File: src/rtl/alu_cmd_sequencer.sv
// alu_cmd_sequencer: command-side master for the registered 16-bit ALU.
// Accepts one command at a time over CMD_VALID/CMD_READY and drives the
// ALU operand and function inputs. It waits out the ALU's one-cycle
// registered latency, captures the result and category flags, and returns
// them over RES_VALID/RES_READY.
// It also traps divide-by-zero and opcode 4'b1111 without driving the ALU.
// It keeps an accumulator for chained ops and counts completed results.
//
// Ports:
//   CLK, RST                  clock, synchronous active-high reset
//   CMD_VALID/READY           command handshake
//   CMD_FUN/A/B/USE_ACC       command payload
//   ALU_A/B/FUN               registered drive into the ALU
//   ALU_RES, ALU_* flags      ALU outputs, one cycle after issue
//   RES_VALID/READY           result handshake
//   RES_DATA/FLAGS/ERR        captured result; flags are {carry,arith,logic,cmp,shift}
//   OP_COUNT                  completed result handshakes (wraps)
module alu_cmd_sequencer #(
  parameter int WIDTH = 16,
  parameter int CNT_W = 16
) (
  input  logic             CLK,
  input  logic             RST,
  input  logic             CMD_VALID,
  output logic             CMD_READY,
  input  logic [3:0]       CMD_FUN,
  input  logic [WIDTH-1:0] CMD_A,
  input  logic [WIDTH-1:0] CMD_B,
  input  logic             CMD_USE_ACC,
  output logic [WIDTH-1:0] ALU_A,
  output logic [WIDTH-1:0] ALU_B,
  output logic [3:0]       ALU_FUN,
  input  logic [WIDTH-1:0] ALU_RES,
  input  logic             ALU_CARRY,
  input  logic             ALU_ARITH,
  input  logic             ALU_LOGIC,
  input  logic             ALU_CMP,
  input  logic             ALU_SHIFT,
  output logic             RES_VALID,
  input  logic             RES_READY,
  output logic [WIDTH-1:0] RES_DATA,
  output logic [4:0]       RES_FLAGS,
  output logic             RES_ERR,
  output logic [CNT_W-1:0] OP_COUNT
);

  localparam logic [1:0] S_IDLE  = 2'd0;
  localparam logic [1:0] S_ISSUE = 2'd1;
  localparam logic [1:0] S_WAIT  = 2'd2;
  localparam logic [1:0] S_RESP  = 2'd3;

  localparam logic [3:0] FUN_ADD = 4'b0000;
  localparam logic [3:0] FUN_SUB = 4'b0001;
  localparam logic [3:0] FUN_DIV = 4'b0011;
  localparam logic [3:0] FUN_NOP = 4'b1111;

  logic [1:0]       state_q, state_d;
  logic [WIDTH-1:0] alu_a_q, alu_a_d, alu_b_q, alu_b_d;
  logic [3:0]       alu_fun_q, alu_fun_d;
  logic [WIDTH-1:0] res_data_q, res_data_d;
  logic [4:0]       res_flags_q, res_flags_d;
  logic             res_err_q, res_err_d;
  logic [WIDTH-1:0] acc_q, acc_d;
  logic [CNT_W-1:0] cnt_q, cnt_d;
  logic [WIDTH-1:0] op_a;
  logic             carry_q;

  assign op_a = CMD_USE_ACC ? acc_q : CMD_A;
  // The ALU leaves its carry output stale for anything but add/sub.
  // alu_fun_q still holds the issued op during WAIT.
  assign carry_q = ((alu_fun_q == FUN_ADD) || (alu_fun_q == FUN_SUB)) ? ALU_CARRY : 1'b0;

  always_comb begin
    state_d     = state_q;
    alu_a_d     = alu_a_q;
    alu_b_d     = alu_b_q;
    alu_fun_d   = alu_fun_q;
    res_data_d  = res_data_q;
    res_flags_d = res_flags_q;
    res_err_d   = res_err_q;
    acc_d       = acc_q;
    cnt_d       = cnt_q;
    case (state_q)
      S_IDLE: begin
        if (CMD_VALID) begin
          if ((CMD_FUN == FUN_DIV) && (CMD_B == '0)) begin
            res_data_d  = '1;
            res_flags_d = '0;
            res_err_d   = 1'b1;
            state_d     = S_RESP;
          end else if (CMD_FUN == FUN_NOP) begin
            res_data_d  = '0;
            res_flags_d = '0;
            res_err_d   = 1'b1;
            state_d     = S_RESP;
          end else begin
            // Operand registers are the ALU drive itself.
            // This makes them valid throughout ISSUE, and the ALU's
            // registered result is then present during WAIT.
            alu_a_d   = op_a;
            alu_b_d   = CMD_B;
            alu_fun_d = CMD_FUN;
            state_d   = S_ISSUE;
          end
        end
      end
      S_ISSUE: state_d = S_WAIT;
      S_WAIT: begin
        res_data_d  = ALU_RES;
        res_flags_d = {carry_q, ALU_ARITH, ALU_LOGIC, ALU_CMP, ALU_SHIFT};
        res_err_d   = 1'b0;
        acc_d       = ALU_RES;
        alu_fun_d   = FUN_NOP;
        state_d     = S_RESP;
      end
      default: begin
        if (RES_READY) begin
          cnt_d   = cnt_q + CNT_W'(1);
          state_d = S_IDLE;
        end
      end
    endcase
  end

  always_ff @(posedge CLK) begin
    if (RST) begin
      state_q     <= S_IDLE;
      alu_a_q     <= '0;
      alu_b_q     <= '0;
      alu_fun_q   <= FUN_NOP;
      res_data_q  <= '0;
      res_flags_q <= '0;
      res_err_q   <= 1'b0;
      acc_q       <= '0;
      cnt_q       <= '0;
    end else begin
      state_q     <= state_d;
      alu_a_q     <= alu_a_d;
      alu_b_q     <= alu_b_d;
      alu_fun_q   <= alu_fun_d;
      res_data_q  <= res_data_d;
      res_flags_q <= res_flags_d;
      res_err_q   <= res_err_d;
      acc_q       <= acc_d;
      cnt_q       <= cnt_d;
    end
  end

  assign CMD_READY = (state_q == S_IDLE);
  assign RES_VALID = (state_q == S_RESP);
  assign ALU_A     = alu_a_q;
  assign ALU_B     = alu_b_q;
  assign ALU_FUN   = alu_fun_q;
  assign RES_DATA  = res_data_q;
  assign RES_FLAGS = res_flags_q;
  assign RES_ERR   = res_err_q;
  assign OP_COUNT  = cnt_q;

endmodule

File: config.mk
export PLATFORM = sky130hd
export DESIGN_NAME = alu_cmd_sequencer
export DESIGN_NICKNAME = d
export VERILOG_FILES = /design/src/rtl/alu_cmd_sequencer.sv
export SDC_FILE = /design/constraint.sdc
export NUM_CORES = 1
export LEC_CHECK = 0
export ABC_AREA = 1
export CAP_MARGIN = 20
export CORE_AREA = 5 5 127 129
export CTS_BUF_LIST = sky130_fd_sc_hd__clkbuf_4 sky130_fd_sc_hd__clkbuf_8 sky130_fd_sc_hd__clkbuf_16
export DETAILED_ROUTE_END_ITERATION = 8
export DIE_AREA = 0 0 132 134
export PLACE_DENSITY_LB_ADDON = 0.05
export SYNTH_ARGS = -nofsm -noshare
export SYNTH_HDL_FRONTEND = slang
export SYNTH_SLANG_ARGS = --single-unit
File: constraint.sdc
create_clock -name CLK -period 2.19 [get_ports CLK]
set_input_delay 0.5475 -clock CLK [delete_from_list [all_inputs] [get_ports CLK]]
set_output_delay 0.5475 -clock CLK [all_outputs]
set_load 0.005 [all_outputs]
# --- Yosys cells after proc, flatten, opt, wreduce, memory -nomap -nowiden ---
# Cells that the tools add are included.
totals:
  ff_bits: 92
  latchBits: 0
  mem_bits_rw: 0
  mem_bits_ro: 0
  output_inout_bits: 76
  memories: 0
op_classes:
  addsub: 1
  n_mul: 0
  div_mod_pow: 0
  n_lt_le_gt_ge: 0
  n_eq_ne: 10
  shift: 0
  mux: 23
  bitwise_logic: 3
  n_reduce_logical: 13
op_table:
  columns: ["op", "n"]
  rows:
  - ["two-way mux 16 bit", 4]
  - ["one-hot mux 16 bit (2 select lines)", 1]
  - ["adder 16 x 1 -> 16 bit, second input constant", 1]
  - ["logical NOT 16 bit", 1]
  - ["two-way mux 5 bit", 3]
  - ["two-way mux 4 bit", 3]
  - ["one-hot mux 5 bit (2 select lines)", 1]
  - ["two-way mux 2 bit", 4]
  - ["one-hot mux 4 bit (2 select lines)", 1]
  - ["AND reduction 4 bit", 2]
  - ["!= test 2 bit, second input constant", 3]
  - ["one-hot mux 2 bit (3 select lines)", 1]
  - ["equality test 2 bit, second input constant", 2]
  - ["equality test 4 x 1 -> 1 bit, second input constant", 1]
  - ["equality test 4 x 2 -> 1 bit, second input constant", 1]
  - ["equality test 4 bit, second input constant", 1]
  - ["logical NOT 4 bit", 1]
  - ["two-way mux 1 bit", 4]
  - ["AND reduction 2 bit", 2]
  - ["nonzero test 4 bit", 1]
  - ["!= test 3 x 1 -> 1 bit, second input constant", 1]
  - ["NOT 1 bit", 3]
  - ["AND reduction 3 bit", 1]
  - ["OR reduction 3 bit", 1]
  - ["6 further kinds", 6]

# --- Depth between registers and ports, before layout ---
# Gate-level depths: netlist of run 1.
logic_depth:
  word_depth: 5
  depth_mapped: 11
  ltp_nobuf: 9

# --- Least setup slack after synthesis of run 1 ---
# OpenSTA, ideal clock, no wires.
synth_path:
  path_type: "register to register"
  start: "register state_q[0]"
  end: "register res_flags_q[3] (netlist: RES_FLAGS[3])"
  arrival_ns: 1.532
  slack_ns: 0.543
  path_stages_with_launch: 11
  path_buffers: 2
  synth_period_minus_slack_ns: 1.647
  cell_sequence: "dfxtp_1 -> inv_1 -> ha_1 -> buf_2 -> inv_2 -> nor2_1 -> a21oi_4 -> buf_2 -> nand3_1 -> nand2_1 -> nor2_1"
synth_via:
  elab_chain_cells: 3
synth_rtl:
  columns: ["element", "line_no", "source"]
  rows:
  - ["start, declared", "57", "logic [1:0] state_q, state_d;"]
  - ["start signal, assigned", "137", "state_q <= state_d;"]
  - ["logical NOT 2 bit *", null, null]
  - ["via CMD_READY", "25", "output logic CMD_READY,"]
  - ["!= test 3 x 1 -> 1 bit (no source line), or another cell as far along", null, null]
  - ["AND reduction 3 bit (no source line)", null, null]
  - ["end signal, assigned", "142", "res_flags_q <= res_flags_d;"]
  - ["end, declared", "61", "logic [4:0] res_flags_q, res_flags_d;"]
# The timed path passes the listed nets; every way through them passes the cells marked *.
# A chain may end at the register's enable or synchronous reset.

# --- Worst setup path after layout of run 1 ---
layout_path:
  start: "register state_q[0]"
  end: "output port CMD_READY"
layout_via:
  elab_chain_cells: 1
layout_rtl:
  columns: ["element", "line_no", "source"]
  rows:
  - ["logical NOT 2 bit", "149", "assign CMD_READY = (state_q == S_IDLE);"]
  - ["end, declared", "25", null]
# No other way between the ends.

==> run summary, run 1 <==
The flow ran to the end, and the final reports show no timing, DRC or antenna violations. The leakage power total is 2.65 nW, and the number of CTS-inserted buffers is 9. The top-level I/O count was 138; the wire length of the first global-routing pass was 20.9 mm. The pre-antenna-repair detailed-routing pass consisted of 4 iterations. Dividing the detail-routed wire length by the instance count gives 14.1 um. With fillers left out, the area of the finished cells amounts to 6120 sq um. The clock net in this run drives a total of 92 sinks. The clock period could shrink to 2.03 ns. STA classifies the critical path endpoint as a primary output. The run gives 234 as the DRC marker count from the first detailed-route iteration.

Clock tree synthesis selected as its root buffer the cell sky130_fd_sc_hd__clkbuf_16. After global routing the overflow that remains totals 0. For the post-synthesis cell type count, the log shows 27. The source-to-sink clock delay at the later pin of the worst-skew pair is 0.35 ns, and the register bit total from synthesis is 92. For the number of buffers inserted by post-CTS setup repair, the log shows 0. The count of final max-slew check failures was 0; the post-placement cell area was 5760 sq um. At the end of routability-driven placement, the weighted congestion stood at 0.775.

The tools report the worst hold path endpoint as acc_q[9]. Synthesis produced a netlist with a net count of 641. After clock tree synthesis, the clock-pin slew on the worst setup and hold paths is 0.07 ns. Across the VDD grid, the largest voltage drop is 0.441 mV.

Die footprint: 17700 sq um. The worst hold path begins at acc_q[9]. The logs give 0.492 GHz for the highest clock frequency the design can meet and 0 for the number of buffers added to fix hold violations after cts.

Headroom to the max-slew limit came out at 76.1%. In this run the mean area of a mapped cell was 7.11 sq um. Number of fill cells in the layout: 1522.

The wire-length estimate of the detail-placed layout is 9.41 mm. Entering global routing, the biggest net connects 36 pins. The H-tree was split into 3 levels.

The category of the critical setup timing path is reg -> out. The post-detailed-route DRC marker count is 0. The worst register-to-register path begins at state_q[0]. The tools report the number of global-route vias before repair as 3995.

For this design the ratio of total power to cell area is 1190 nW/um^2. The number of gates resized after CTS was 0. The initial antenna violation count came out at 0. For the pin with the worst max-slew slack, the measured transition is 0.359 ns. The tools report the number of routed nets with antenna violations as 0. The instance count of the mapped netlist was 574; the post-synth design cell area was 4080 sq um. Layout overhead on the synthesized area: 50.0%. Total track usage: 14.5%.

The via count is 3956. The run gives 1.64 ns as the required arrival time at the worst endpoint. For the worst setup path, the data arrival time is 1.49 ns.

The final critical path takes up 92.9% of the cycle. Of the post-synthesis cell area, the dominant cell type holds 45.2%. The worst hold path stage count was 2. TritonCTS built the clock tree.

Counting cells, the worst reg-to-reg path comes to 10. The number of rows in the core area is 45. Maximum net fanout on the critical path: 4.

Max-cap violations in this run came to 0. Of all cell types, the one taking the most synthesized area is sky130_fd_sc_hd__dfxtp_1. Proportion of layout cells with a drive suffix above 1: 9.97%. The tools report the total wire length after detailed routing as 12.8 mm.

The logs give 2 for the largest buffer count on any clock path and 7.26 mW for the overall power. For this configuration, the core starts out at a cell density of 27.3%. The core region is 14900 sq um.

The total count of hold-check failures in the final report was 0. Sorting the synthesized cells by area gives the leading types as sky130_fd_sc_hd__dfxtp_1, sky130_fd_sc_hd__nor2_1, sky130_fd_sc_hd__nand2_1. The number of inserted diodes is 0, and the worst reg-to-reg setup slack is 0.31 ns.

The logs give 41.0% for the final core area utilization and 0.00806 ns for the final setup skew. The die is 132 um wide. The worst min-delay path category was reg -> reg. Layout net count: 784. Setup repair after global routing left no endpoint under its margin.

In this run the vertical extent of the chip is 134 um. Using the TritonRoute via totals, the vias-per-cell ratio works out to 4.35. Setup violations remaining at the end of the flow were counted as 0. The count of buffers inserted at the top-level ports is 137.

The share of the Yosys chip area taken by registers is 45.2%. The endpoint of the lowest-slack register-to-register path is ALU_FUN[1]. The tools report the critical path startpoint category as a register.

Yosys printed 0 warnings.
[state kept, by name, summed over array words and instances, names as in the netlist]
signal and count:
OP_COUNT 16, RES_DATA 16, state_q 2, acc_q 16, ALU_A 16, RES_FLAGS 5
ALU_FUN 4, RES_ERR 1, ALU_B 16
[cells in the mapped netlist]
cell type                  number
sky130_fd_sc_hd__o21a_1         1
sky130_fd_sc_hd__clkbuf_1      11
sky130_fd_sc_hd__dfxtp_1       92
sky130_fd_sc_hd__nor2_1       140
sky130_fd_sc_hd__a21oi_4        1
sky130_fd_sc_hd__o21ai_0       20
sky130_fd_sc_hd__nand3_1       21
sky130_fd_sc_hd__buf_6          2
sky130_fd_sc_hd__nand2_4        1
sky130_fd_sc_hd__nor3_1         3
sky130_fd_sc_hd__xor2_1         5
sky130_fd_sc_hd__buf_2         17
sky130_fd_sc_hd__inv_2          4
sky130_fd_sc_hd__or2_2          3
sky130_fd_sc_hd__ha_1           5
sky130_fd_sc_hd__nand2_1      131
sky130_fd_sc_hd__inv_1         35
sky130_fd_sc_hd__a21oi_1       32
sky130_fd_sc_hd__a211oi_1       1
sky130_fd_sc_hd__nor3b_1        1
sky130_fd_sc_hd__nand4_2        1
sky130_fd_sc_hd__o21ai_1       20
sky130_fd_sc_hd__o22ai_1        1
sky130_fd_sc_hd__nand4_1        6
sky130_fd_sc_hd__nor2_2         2
sky130_fd_sc_hd__nand3_2        2
sky130_fd_sc_hd__mux2_2        16
[critical path: stages (launching register included)]
cell and delay, ns:
sky130_fd_sc_hd__dfxtp_1 0.38, sky130_fd_sc_hd__inv_1 0.08, sky130_fd_sc_hd__ha_1 0.22, sky130_fd_sc_hd__clkdlybuf4s50_1 0.46
[worst max path at each step]
| stage | startpoint | end | slack (ns) | cells past startpoint |
|---|---|---|---|---|
| floorplan | state_q[0] | RES_FLAGS[3] | 0.54 | 10 |
| global placement | CMD_B[10] | RES_DATA[2] | -0.01 | 9 |
| detailed placement | CMD_B[11] | RES_DATA[9] | -0.06 | 9 |
| CTS | state_q[0] | CMD_READY | 0.12 | 3 |
| global route | state_q[0] | CMD_READY | 0.08 | 3 |
| finish | state_q[0] | CMD_READY | 0.16 | 3 |
[report_power, final]
part / internal, mW / switching, mW / total, mW / leakage [nW]
Combinational: 1.48 / 1.45 / 2.92 / 1.73
Clock: 1.16 / 0.704 / 1.87 / 0.175
Sequential: 2.18 / 0.295 / 2.47 / 0.753
Total: 4.82 / 2.45 / 7.26 / 2.65
[routing by layer]
layer | up-vias | part of all wire [%] | GRT usage, %
met3 | 14 | 8.0 | 5.48
met4 | 0 | 1.5 | 4.97
met5 | - | 0 | 0
li1 | 2095 | - | -
met1 | 1747 | 50 | 20.3
met2 | 100 | 40 | 20.6
[cells by family after synthesis]
family / synth area share, %
muxes: 4.42
xor gates and xnor gates: 1.07
buffers and inverters: 7.24
DFF: 45.2
adders and majority gates: 1.53
and+or+nand+nor: 30.8
AOI/OAI and AO/OA: 9.76
[placed cells by master (no fill, tap or decap), drive strengths merged]
cell           netlist  routed
ha                   5       5
o21a                 1       1
clkbuf              11      10
nand2              132     132
nand4                7       7
inv                 39      41
or2                  3       3
o22ai                1       1
nor3                 3       3
mux2                16      16
a211oi               1       1
nand3               23      23
nor3b                1       1
buf                 19      25
a21oi               33      33
bufinv               0       3
dfxtp               92      92
o21ai               40      40
clkinv               0       1
clkdlybuf4s50        0     137
nor2               142     142
xor2                 5       5
[metrics by stage]
step | std cells | setup slack, ns | TNS [ns] | hold WS [ns]
6_report | 910 | 0.156 | 0 | 0.463
3_3_place_gp | 894 | -0.0123 | -0.0148 | 0.448
2_1_floorplan | 574 | 0.543 | 0 | 0.437
5_1_grt | 910 | 0.0849 | 0 | 0.495
4_1_cts | 910 | 0.117 | 0 | 0.467
3_5_place_dp | 894 | -0.0593 | -0.812 | 0.449
[layout make-up]
class	instances	area, sq um	area share, %
clock inverter	6	119	1.94
multi-input combinational	413	1940	31.7
inverter	39	146	2.39
sequential	92	1840	30.1
timing repair buffer	162	1600	26.1
tap	188	235	3.84
clock buffer	10	239	3.91
Power figures use the tool's default switching activity.
==> inputs of run 2 (changes only) <==
--- a/config.mk
+++ b/config.mk
@@ -8,7 +8,6 @@
 export ABC_AREA = 1
 export CAP_MARGIN = 20
 export CORE_AREA = 5 5 127 129
-export CTS_BUF_LIST = sky130_fd_sc_hd__clkbuf_4 sky130_fd_sc_hd__clkbuf_8 sky130_fd_sc_hd__clkbuf_16
 export DETAILED_ROUTE_END_ITERATION = 8
 export DIE_AREA = 0 0 132 134
 export PLACE_DENSITY_LB_ADDON = 0.05
==> results of run 2 <==
The final DEF is identical to that of run 1; final timing and power are the same.
==> patch: new RTL, config.mk and constraints of run 2 <==
Reset style: asynchronous (`RST`), changed in one clocked block. Comments in the files are not updated.
--- a/src/rtl/alu_cmd_sequencer.sv
+++ b/src/rtl/alu_cmd_sequencer.sv
@@ -122,7 +122,7 @@
     endcase
   end
 
-  always_ff @(posedge CLK) begin
+  always_ff @(posedge CLK or posedge RST) begin
     if (RST) begin
       state_q     <= S_IDLE;
       alu_a_q     <= '0;
Function: differs if RST is asserted again (counterexample within 4 cycles, from zero or initial values and one cycle with RST high); with RST held inactive, the same outputs for 10 cycles.
==> patch against run 2 <==
- combinational power increased by 7.5%
- hold slack about the same
- sequential share of layout area increased by 6.2 points
- final area increased by 3.9%
- setup slack got worse by 0.071 ns
- total power increased by 1.4%
- critical endpoint unchanged
- largest cell class is now registers
- sequential cell count unchanged
- die area unchanged
- critical path depth unchanged
- wire length decreased by 1.7%
- register-to-register slack improved by 0.15 ns
- cell count decreased by 6.5%
- synthesized area increased by 6.9%
==> patch: results (changes against run 2) <==
DRT Wirelength=12,590 microns (-1.7%); Post-DP Area=6082 sq um (+5.6%); number of placed instances with taps included=837 (-6.4%); number of global-route vias before repair=3,929 (-1.7%); internal power=4.841 mW (+0.53%); routed wire length on met2=5660 microns (+9.9%); global routing usage on met3=0.04914 (-0.005626); initial detailed-routing violation count=131 (-44%); overall global routing resource usage=0.1468 (+0.001363); outcome=complete, no violations; mux share of post-synthesis cell area=0.03356 (-0.01061); met2 Track Usage GR=0.2243 (+0.01881); endpoint of the worst hold-timing path=ALU_FUN[0]$_DFFE_PP1P_; fillcell total=1,512 (-0.66%); count of cells along the worst register-to-register path=9 (-1); Adder-Cell Fraction of Synth Area=0.01434 (-0.0009943); HPWL Detailed=9614 microns (+2.2%); fin cells=851 (-6.5%); met1 layer wirelength in the final routing=5960 microns (-7.5%); arrival time at the worst endpoint=1.56 ns (+0.07 ns); Syn Nets=578 (-9.8%); final net count=727 (-7.3%); placement-stage worst setup slack=0.04321 ns (+0.1026 ns); Worst Path Max Fanout=3 (-1); skew final=0.006658 ns (-0.001405 ns); total net switching power=2.519 mW (+3.0%); Vias/cell=4.478 (+3.0%); Async S/R FF share, synth=1.000 (+1.000); worst flop-to-flop path endpoint=RES_DATA[1]$_DFFE_PP0P_; largest cells by area after synthesis=dfrtp_1 50%, nand2_1 18%, nand3_1 6.7%; global-route wire length before repair=20,690 microns (-1.1%); total combinational power=3.14 mW (+7.5%)
==> patch: cell count changes after synthesis, moves of 20 or more <==
| cell | change |
|---|---|
| a21oi_1 | -28 |
| nand3_1 | +37 |
| nor2_1 | -110 |
| dfrtp_1 | +88 |
| o21ai_1 | -20 |
| nand2_1 | +83 |
| dfxtp_1 | -92 |
==> patch: worst max-delay path, cell delays in order, from the launching register on <==
cell and delay (ns):
dfrtp_1 0.40, inv_1 0.11, ha_1 0.20, clkdlybuf4s50_1 0.52
==> patch: layout make-up <==
| class | count | area, sq um | share of cell area |
|---|---|---|---|
| well taps | 188 | 235.2 | 0.03701 |
| repair buffers | 160 | 1632 | 0.2567 |
| flip-flops and latches | 92 | 2307 | 0.3630 |
| clock inverters | 2 | 37.54 | 0.005906 |
| inverters | 21 | 82.58 | 0.01299 |
| multi-input cells | 376 | 1826 | 0.2872 |
| clock buffers | 12 | 236.5 | 0.03720 |
